<file path="src/rtl/dup_filter_fifo.sv">
// Valid/ready FIFO for dupTestT-style records with optional suppression of
// consecutive repeats of the last stored value and a saturating drop counter.
module dup_filter_fifo #(
    parameter int DATA_W     = 13,
    parameter int DEPTH      = 4,
    parameter int DROP_CNT_W = 16
) (
    input  logic                     clk,
    input  logic                     rst,
    input  logic                     in_valid,
    output logic                     in_ready,
    input  logic [DATA_W-1:0]        in_data,
    output logic                     out_valid,
    input  logic                     out_ready,
    output logic [DATA_W-1:0]        out_data,
    input  logic                     dedup_en,
    output logic [$clog2(DEPTH):0]   count,
    output logic [DROP_CNT_W-1:0]    drop_cnt
);

    localparam int AW = $clog2(DEPTH);
    localparam int PW = AW + 1;

    logic [DATA_W-1:0] mem [DEPTH];
    logic [PW-1:0]     wrPtr;
    logic [PW-1:0]     rdPtr;
    logic [DATA_W-1:0] lastKept;
    logic              lastKeptValid;

    logic empty;
    logic full;
    logic pushFire;
    logic isDup;
    logic keepPush;
    logic dropPush;
    logic popFire;

    // The extra pointer MSB separates the full case from the empty case.
    assign empty    = (wrPtr == rdPtr);
    assign full     = (wrPtr[AW-1:0] == rdPtr[AW-1:0]) && (wrPtr[AW] != rdPtr[AW]);

    assign in_ready  = !full;
    assign out_valid = !empty;
    assign out_data  = empty ? '0 : mem[rdPtr[AW-1:0]];

    assign pushFire = in_valid && in_ready;
    assign isDup    = dedup_en && lastKeptValid && (in_data == lastKept);
    assign keepPush = pushFire && !isDup;
    assign dropPush = pushFire && isDup;
    assign popFire  = out_valid && out_ready;

    // NOTE: non-blocking assignments make every register sample pre-edge values,
    // so pointer, count and flag updates cannot race each other.
    always_ff @(posedge clk or posedge rst) begin
        if (rst) begin
            wrPtr         <= '0;
            rdPtr         <= '0;
            count         <= '0;
            drop_cnt      <= '0;
            lastKept      <= '0;
            lastKeptValid <= 1'b0;
        end else begin
            if (keepPush) begin
                wrPtr    <= wrPtr + 1'b1;
                lastKept <= in_data;
            end
            if (popFire) begin
                rdPtr <= rdPtr + 1'b1;
            end

            case ({keepPush, popFire})
                2'b10:   count <= count + 1'b1;
                2'b01:   count <= count - 1'b1;
                default: count <= count;
            endcase

            if (dropPush && (drop_cnt != '1)) begin
                drop_cnt <= drop_cnt + 1'b1;
            end

            // Clearing has priority so the first record after re-enable is kept.
            if (!dedup_en) begin
                lastKeptValid <= 1'b0;
            end else if (keepPush) begin
                lastKeptValid <= 1'b1;
            end
        end
    end

    // NOTE: storage has no reset; stale entries are never visible because
    // out_data is masked while empty and the pointers are reset.
    always_ff @(posedge clk) begin
        if (keepPush) begin
            mem[wrPtr[AW-1:0]] <= in_data;
        end
    end

    noPopWhenEmpty: assert property (@(posedge clk) disable iff (rst) !(popFire && empty));
    noWriteWhenFull: assert property (@(posedge clk) disable iff (rst) !(keepPush && full));
    countMatchesPtrs: assert property (@(posedge clk) disable iff (rst) count == PW'(wrPtr - rdPtr));

endmodule

</file>
<file path="config.mk">
export PLATFORM = sky130hd
export DESIGN_NAME = dup_filter_fifo
export DESIGN_NICKNAME = d
export VERILOG_FILES = /design/src/rtl/dup_filter_fifo.sv
export SDC_FILE = /design/constraint.sdc
export NUM_CORES = 1
export LEC_CHECK = 0
export ABC_CLOCK_PERIOD_IN_PS = 5500
export BUFFER_PORTS_ARGS = -buffer_cell sky130_fd_sc_hd__clkbuf_2
export CAP_MARGIN = 20
export CORE_ASPECT_RATIO = 1.5
export CORE_MARGIN = 4
export CORE_UTILIZATION = 45
export CTS_CLUSTER_DIAMETER = 120
export DETAILED_ROUTE_END_ITERATION = 10
export GPL_ROUTABILITY_DRIVEN = 0
export SYNTH_ARGS = -nofsm -noshare
export SYNTH_HDL_FRONTEND = slang
export SYNTH_SLANG_ARGS = --single-unit
export TNS_END_PERCENT = 20
</file>
<file path="constraint.sdc">
create_clock -name clk -period 5.5 [get_ports clk]
set_input_delay 0.55 -clock clk [delete_from_list [all_inputs] [get_ports clk]]
set_output_delay 0.55 -clock clk [all_outputs]
set_load 0.005 [all_outputs]
</file>
==> results of run 1 <==
## worst max-delay path, stage by stage, from the launching register on
cell and delay, ps:
dfrtp_1 800, xor2_1 270, nor2_1 100, a21bo_2 340, nor2b_4 500, inv_1 90
ha_1 250, fa_1 390, xnor2_1 130, nor2_1 110, xor2_1 150
## layout make-up
class / count / area, sq um
multi-input combinational: 146 / 1378
clock buffer: 10 / 239.0
fill: 765 / 4101
clock inverter: 6 / 55.05
tap: 110 / 137.6
timing repair buffer: 54 / 297.8
sequential: 91 / 2537
inverter: 8 / 30.03
## where the power goes
group          switching [mW]  internal [mW]
Clock                   0.234          0.359
Combinational           0.369          0.440
Sequential              0.116          0.911
## metal layers
metal,vias to the layer above,routed length [microns]
met5,-,0
met4,0,185
met3,11,268
met2,51,3712
met1,1107,2919
li1,1060,-
## flip-flops by register name, indices dropped and copies added, names as in the netlist
signal,cells
mem,52
drop_cnt,16
lastKept,13
count,3
rdPtr,3
wrPtr,3
lastKeptValid,1
## cells in the final DEF (no fill, tap or decap), types with 2 or more instances in the layout
master     netlist  layout
nor3_1           4       3
nor3_2           1       2
xor2_1          18      18
dfrtp_1         39      39
mux4_2          13      13
inv_1            8       8
buf_4            1       2
xnor2_1         18      18
nor4_1          12      12
and4_1           2       2
clkinv_1         0       2
and2_1           3       3
nand3_1          6       6
edfxtp_1        52      52
nor2b_1         14      14
mux2_4           5       5
nand4_1         10      10
or3_1            2       2
clkbuf_16        0       9
ha_1             7       7
mux2_2          14      14
nand2_1          7       7
nor2_1           2       2
clkinv_2         0       2
clkbuf_2         0      51
## through the flow
stage               setup slack, ps  std cells  hold slack (ps)  utilization  total power, mW
CTS                            2003        424            325.3       0.5295            2.454
global route                   1946        425            373.6       0.5326            2.597
finish                         2275        425            311.5       0.5326            2.429
detailed placement             2011        408            478.0       0.4960            1.850
global placement               2072        408            474.9       0.4960            1.825
floorplan                      2676        256            463.5            -            1.602
## path summary, 6_finish.rpt
| check | from | endpoint | slack, ps | cells past startpoint |
|---|---|---|---|---|
| worst max-delay path | rdPtr[1]$_DFFE_PP0P_ | count[2]$_DFFE_PP0P_ | 2280 | 10 |
| worst min-delay path | rst | count[0]$_DFFE_PP0P_ | 310 | 3 |
| worst max register to register | rdPtr[1]$_DFFE_PP0P_ | count[2]$_DFFE_PP0P_ | 2280 | 10 |
| worst min register to register | count[2]$_DFFE_PP0P_ | count[2]$_DFFE_PP0P_ | 490 | 1 |
| max in group asynchronous | rst | lastKept[4]$_DFFE_PP0P_ | 4820 | 3 |
| min in group clk | dedup_en | lastKeptValid$_DFFE_PP0P_ | 470 | 2 |
## logic make-up after synthesis
logic type	after synthesis	share of synthesized area
flops	91	0.6298
simple gates	67	0.09969
xor+xnor	36	0.07826
mux	32	0.1304
buf+inv	19	0.02950
fa+ha+maj	8	0.02671
compound gates	3	0.005590
==> load_flow_metrics.sql, run 1 <==
INSERT INTO impl_metrics (metric_group, metric, value, unit) VALUES
('run_status', 'status', 'finished clean', ''),
('yosys', 'synth_enable_flop_cells', '52', ''),
('placement', 'postPlaceCellArea', '4353', 'sq um'),
('worst_setup_path', 'critical_path.endpoint_type', 'flop', ''),
('global_route', 'grt_antenna_before_repair', '0', ''),
('yosys', 'synth_top_cells_by_area', 'edfxtp_1, dfrtp_1, mux4_2, mux2_2, xnor2_1', ''),
('global_route', 'global_route.overflow_total', '0', ''),
('routing', 'drt_drc_violations_left', '0', ''),
('worst_setup_path', 'critical_path.max_fanout', '19', ''),
('yosys', 'synth-seq-cells', '91', ''),
('floorplan', 'rows', '42', ''),
('yosys', 'netlist.area_leader.share', '0.3876', ''),
('sta', 'rsz_0062_raised_after_global_routing', 'no', ''),
('global_route', 'grt_pass1_wl', '11720', 'microns'),
('sta', 'tightest_slew', '708.4', 'ps'),
('sta', 'fin_tns_setup', '0', 'ps'),
('floorplan', 'fp.dieArea', '10560', 'sq um'),
('placement', 'detailedPlacementHpwl', '4873', 'microns'),
('floorplan', 'core_area', '8776', 'sq um'),
('sta', 'maxSlewViolCount', '0', ''),
('clock_tree', 'cts-resized-gates', '0', ''),
('flow_run', 'max-cap-violations', '0', ''),
('clock_tree', 'post_cts.repair.setup_buffers', '0', ''),
('sta', 'hold_viol', '0', ''),
('sta', 'timing.slew.headroom', '0.5278', ''),
('cells_and_area', 'final_layout_size_suffix_gt1_frac', '0.3302', ''),
('yosys', 'syn_area', '4029', 'sq um'),
('yosys', 'most_used_standard_cell_by_instance_count_after_synthesis', 'edfxtp_1', ''),
('global_route', 'gr-usage-met1', '0.1734', ''),
('power', 'powerDensity', '519.7', 'nW/um^2'),
('clock_tree', 'clk_latency', '330', 'ps'),
('sta', 'timing.clock.skew', '5.848', 'ps'),
('global_route', 'grt_busiest_layer', 'met2', ''),
('sta', 'timing.final.setup_violations', '0', ''),
('yosys', 'ys_top_cells_by_count', 'edfxtp_1, dfrtp_1, xnor2_1, xor2_1', ''),
('cells_and_area', 'nets', '336', ''),
('global_route', 'global_route.usage.met3', '0.02978', ''),
('routing', 'detailroute.via_count', '2229', ''),
('worst_setup_path', 'critical_path_arrival', '3480', 'ps'),
('cells_and_area', 'layout.cell_area.non_filler', '4674', 'sq um'),
('clock_tree', 'max-clock-path-buffers', '2', ''),
('routing', 'route.detailed.wl_per_inst', '16.67', 'microns'),
('yosys', 'postSynth.asyncResetShare', '0.4286', ''),
('clock_tree', 'cts.sinks', '91', ''),
('floorplan', 'fp.dieW', '85.26', 'microns'),
('yosys', 'dominantRegCellSynth', 'edfxtp_1', ''),
('floorplan', 'initial_utilization', '0.4591', ''),
('routing', 'via_per_inst', '5.245', ''),
('worst_setup_path', 'critical_path_class', 'reg -> reg', ''),
('floorplan', 'ios', '52', ''),
('cells_and_area', 'area_delta_synth_final', '16.02', '%'),
('global_route', 'maximum_number_of_pins_on_one_net_before_global_route_repair', '40', ''),
('routing', 'detail-route-antenna-nets', '0', ''),
('sta', 'post-route-min-period', '3225', 'ps'),
('power', 'p_leak', '1.917', 'nW'),
('clock_tree', 'cts-buffers-inserted', '9', ''),
('global_route', 'global_route.usage.total', '0.1488', ''),
('placement', 'port-buffer-count', '51', ''),
('yosys', 'synth_cells', '256', ''),
('yosys', 'avgSynthCellArea', '15.74', 'sq um'),
('clock_tree', 'root_buffer', 'clkbuf_16', ''),
('power', 'max-vdd-ir-drop', '0.0002488', 'V'),
('yosys', 'seq_area_frac_synth', '0.6298', ''),
('clock_tree', 'clkSlewWorstSetupHoldPaths', '60', 'ps'),
('yosys', 'yosys_warnings', '0', ''),
('sta', 'fmaxAchievable', '310.1', 'MHz'),
('routing', 'detail_route.wirelength', '7085', 'microns'),
('worst_setup_path', 'critical_path.startpoint_type', 'flop', ''),
('sta', 'layout_worst_path_cycle_share', '0.5863', ''),
('clock_tree', 'ctsHtreeMaxLevel', '3', ''),
('routing', 'drt_pre_antenna_iters', '4', ''),
('yosys', 'post-synth-top-area-cell', 'edfxtp_1', ''),
('global_route', 'met2_usage', '0.2558', ''),
('floorplan', 'die_h', '123.9', 'microns'),
('yosys', 'syn-num-nets', '282', ''),
('global_route', 'via_count_of_the_first_global_routing_pass', '2299', ''),
('clock_tree', 'tritoncts_clock_tree', 'done', ''),
('min_path', 'timing.hold.worst.class', 'in -> async', ''),
('cells_and_area', 'insertedDiodeCount', '0', ''),
('routing', 'drt_first_iter_violations', '98', ''),
('clock_tree', 'cts_hold_repair.buffers', '0', ''),
('yosys', 'yosysUniqueCellTypes', '33', ''),
('worst_setup_path', 'cp.required', '5750', 'ps');
(Power assumes the default switching activity.)
==> run 2: changes to the inputs <==
- ABC_CLOCK_PERIOD_IN_PS: 5500 -> 3300
- clock period: 5.5 -> 3.3 ns (I/O delays scaled with it)
==> load_flow_metrics.sql, run 2 (same netlist as run 1, synthesis figures left out) <==
INSERT INTO impl_metrics (metric_group, metric, value, unit) VALUES
('run_status', 'status', 'finished clean', ''),
('routing', 'via_per_inst', '5.259', ''),
('global_route', 'grt_antenna_before_repair', '0', ''),
('floorplan', 'rows', '42', ''),
('floorplan', 'die_h', '123.9', 'microns'),
('cells_and_area', 'register_area', '2537', 'sq um'),
('sta', 'timing.clock.skew', '6.206', 'ps'),
('cells_and_area', 'multi_input_comb_area', '1378', 'sq um'),
('cells_and_area', 'n_fill_cell', '723', ''),
('worst_setup_path', 'cp_slowest_stage_delay', '420', 'ps'),
('clock_tree', 'post_cts.repair.setup_buffers', '0', ''),
('clock_tree', 'cts-resized-gates', '0', ''),
('power', 'max-vdd-ir-drop', '0.0003493', 'V'),
('clock_tree', 'clkSlewWorstSetupHoldPaths', '60', 'ps'),
('sta', 'setup_ws', '786.2', 'ps'),
('cells_and_area', 'layout.cells.most_common_list', 'edfxtp_1, clkbuf_2, dfrtp_1', ''),
('global_route', 'global_route.usage.total', '0.1516', ''),
('power', 'p_leak', '1.929', 'nW'),
('cells_and_area', 'largest_reg_flops', '52', ''),
('sta', 'rsz_0062_raised_after_global_routing', 'no', ''),
('sta', 'timing.final.setup_violations', '0', ''),
('routing', 'drt_drc_violations_left', '0', ''),
('clock_tree', 'ctsHtreeMaxLevel', '3', ''),
('clock_tree', 'cts_hold_repair.buffers', '0', ''),
('placement', 'port-buffer-count', '51', ''),
('worst_setup_path', 'path_cells', 'xor2_1 > nor2_1 > a21bo_2 > nor2b_4 > inv_1 > ha_1 > fa_1 > xnor2_1 > nor2_1 > xor2_1', ''),
('worst_setup_path', 'critical_path.startpoint_type', 'flop', ''),
('worst_setup_path', 'critical_path.endpoint_type', 'flop', ''),
('floorplan', 'core_area', '8776', 'sq um'),
('sta', 'layout_worst_path_cycle_share', '0.7618', ''),
('routing', 'drt_pre_antenna_iters', '4', ''),
('routing', 'detailroute.via_count', '2251', ''),
('routing', 'detail_route.wirelength', '7303', 'microns'),
('floorplan', 'ios', '52', ''),
('clock_tree', 'cts.sinks', '91', ''),
('global_route', 'maximum_number_of_pins_on_one_net_before_global_route_repair', '21', ''),
('worst_setup_path', 'critical_path_class', 'reg -> reg', ''),
('placement', 'worst_setup_timing_slack_at_the_placement_stage', '729.3', 'ps'),
('worst_setup_path', 'critical_path_arrival', '2770', 'ps'),
('routing', 'drt_first_iter_violations', '115', ''),
('flow_run', 'max-cap-violations', '0', ''),
('worst_setup_path', 'cp.required', '3550', 'ps'),
('floorplan', 'fp.dieArea', '10560', 'sq um'),
('cells_and_area', 'nets', '339', ''),
('clock_tree', 'cts-buffers-inserted', '9', ''),
('floorplan', 'fp.dieW', '85.26', 'microns'),
('min_path', 'timing.hold.worst.class', 'in -> async', ''),
('placement', 'detailedPlacementHpwl', '5021', 'microns'),
('sta', 'fin_tns_setup', '0', 'ps'),
('sta', 'fmaxAchievable', '397.8', 'MHz'),
('worst_setup_path', 'library_cell_contributing_the_largest_single_delay_on_the_critical_path', 'dfrtp_1', ''),
('global_route', 'via_count_of_the_first_global_routing_pass', '2362', ''),
('cells_and_area', 'final_layout_size_suffix_gt1_frac', '0.3365', ''),
('global_route', 'grt_pass1_wl', '11930', 'microns'),
('sta', 'maxSlewViolCount', '0', ''),
('sta', 'timing.slew.headroom', '0.4930', ''),
('sta', 'hold_viol', '0', ''),
('power', 'total_power', '4.102', 'mW'),
('worst_setup_path', 'critical_path.max_fanout', '17', ''),
('cells_and_area', 'area_delta_synth_final', '16.49', '%'),
('clock_tree', 'tritoncts_clock_tree', 'done', ''),
('power', 'powerDensity', '874.1', 'nW/um^2'),
('global_route', 'global_route.overflow_total', '0', ''),
('clock_tree', 'root_buffer', 'clkbuf_16', ''),
('routing', 'route.detailed.wl_per_inst', '17.06', 'microns'),
('floorplan', 'initial_utilization', '0.4591', ''),
('sta', 'tightest_slew', '760.5', 'ps'),
('cells_and_area', 'insertedDiodeCount', '0', ''),
('sta', 'post-route-min-period', '2514', 'ps'),
('clock_tree', 'clk_latency', '330', 'ps'),
('clock_tree', 'max-clock-path-buffers', '2', ''),
('cells_and_area', 'final_common_cell', 'edfxtp_1', ''),
('routing', 'detail-route-antenna-nets', '0', '');
[run 2: cell types whose count changed in the layout (fill, tap and decap cells not counted), sizes merged]
cell | before | now
clkinv | 4 | 2
bufinv | 1 | 2
buf | 3 | 6
clkbuf | 61 | 62
[run 2: final timing paths]
kind,depth (start not counted),endpoint,from,slack [ps]
hold reg to reg,1,count[2]$_DFFE_PP0P_,count[2]$_DFFE_PP0P_,470
max in group asynchronous,3,rdPtr[2]$_DFFE_PP0P_,rst,2440
min in group clk,2,lastKeptValid$_DFFE_PP0P_,dedup_en,260
setup / recovery,10,count[2]$_DFFE_PP0P_,wrPtr[0]$_DFFE_PP0P_,790
setup reg to reg,10,count[2]$_DFFE_PP0P_,wrPtr[0]$_DFFE_PP0P_,790
hold / removal,2,drop_cnt[6]$_DFFE_PP0P_,rst,100
[run 2: power by group]
part           switching [mW]  internal, mW
combinational           0.675         0.718
clock                   0.389         0.661
sequential              0.140          1.52
[run 2: per-stage QoR]
stage	cells	util	hold WS (ps)	cell area [sq um]
after floorplan	256	-	428.9	4029
after global placement	412	0.4994	472.4	4383
after detailed placement	412	0.4994	461.3	4383
after CTS	428	0.5348	135.4	4693
after global routing	428	0.5348	166.5	4693
final	428	0.5348	103.2	4693
[run 2: area by class of cell]
| class | instances | share of cell area |
|---|---|---|
| clock buffer | 11 | 0.04959 |
| clock inverter | 5 | 0.01653 |
| inverter | 8 | 0.006398 |
| multi-input combinational | 146 | 0.2935 |
| sequential | 91 | 0.5407 |
| tap | 110 | 0.02933 |
| timing repair buffer | 57 | 0.06398 |
[run 2: worst max-delay path: cells and delay by family (launching register included)]
family,cells,cell delay (ps)
fa+ha+maj,2,610
xor+xnor,3,520
simple gates,3,460
flops,1,420
compound gates,1,350
buf+inv,1,70
[run 2: layer usage]
layer  up-vias  track usage  share of wire
met4         0      0.06337          0.018
met5         -            0              0
met3        13      0.03706          0.054
met1      1119       0.1675           0.38
met2        56       0.2763           0.55
li1       1063            -              -
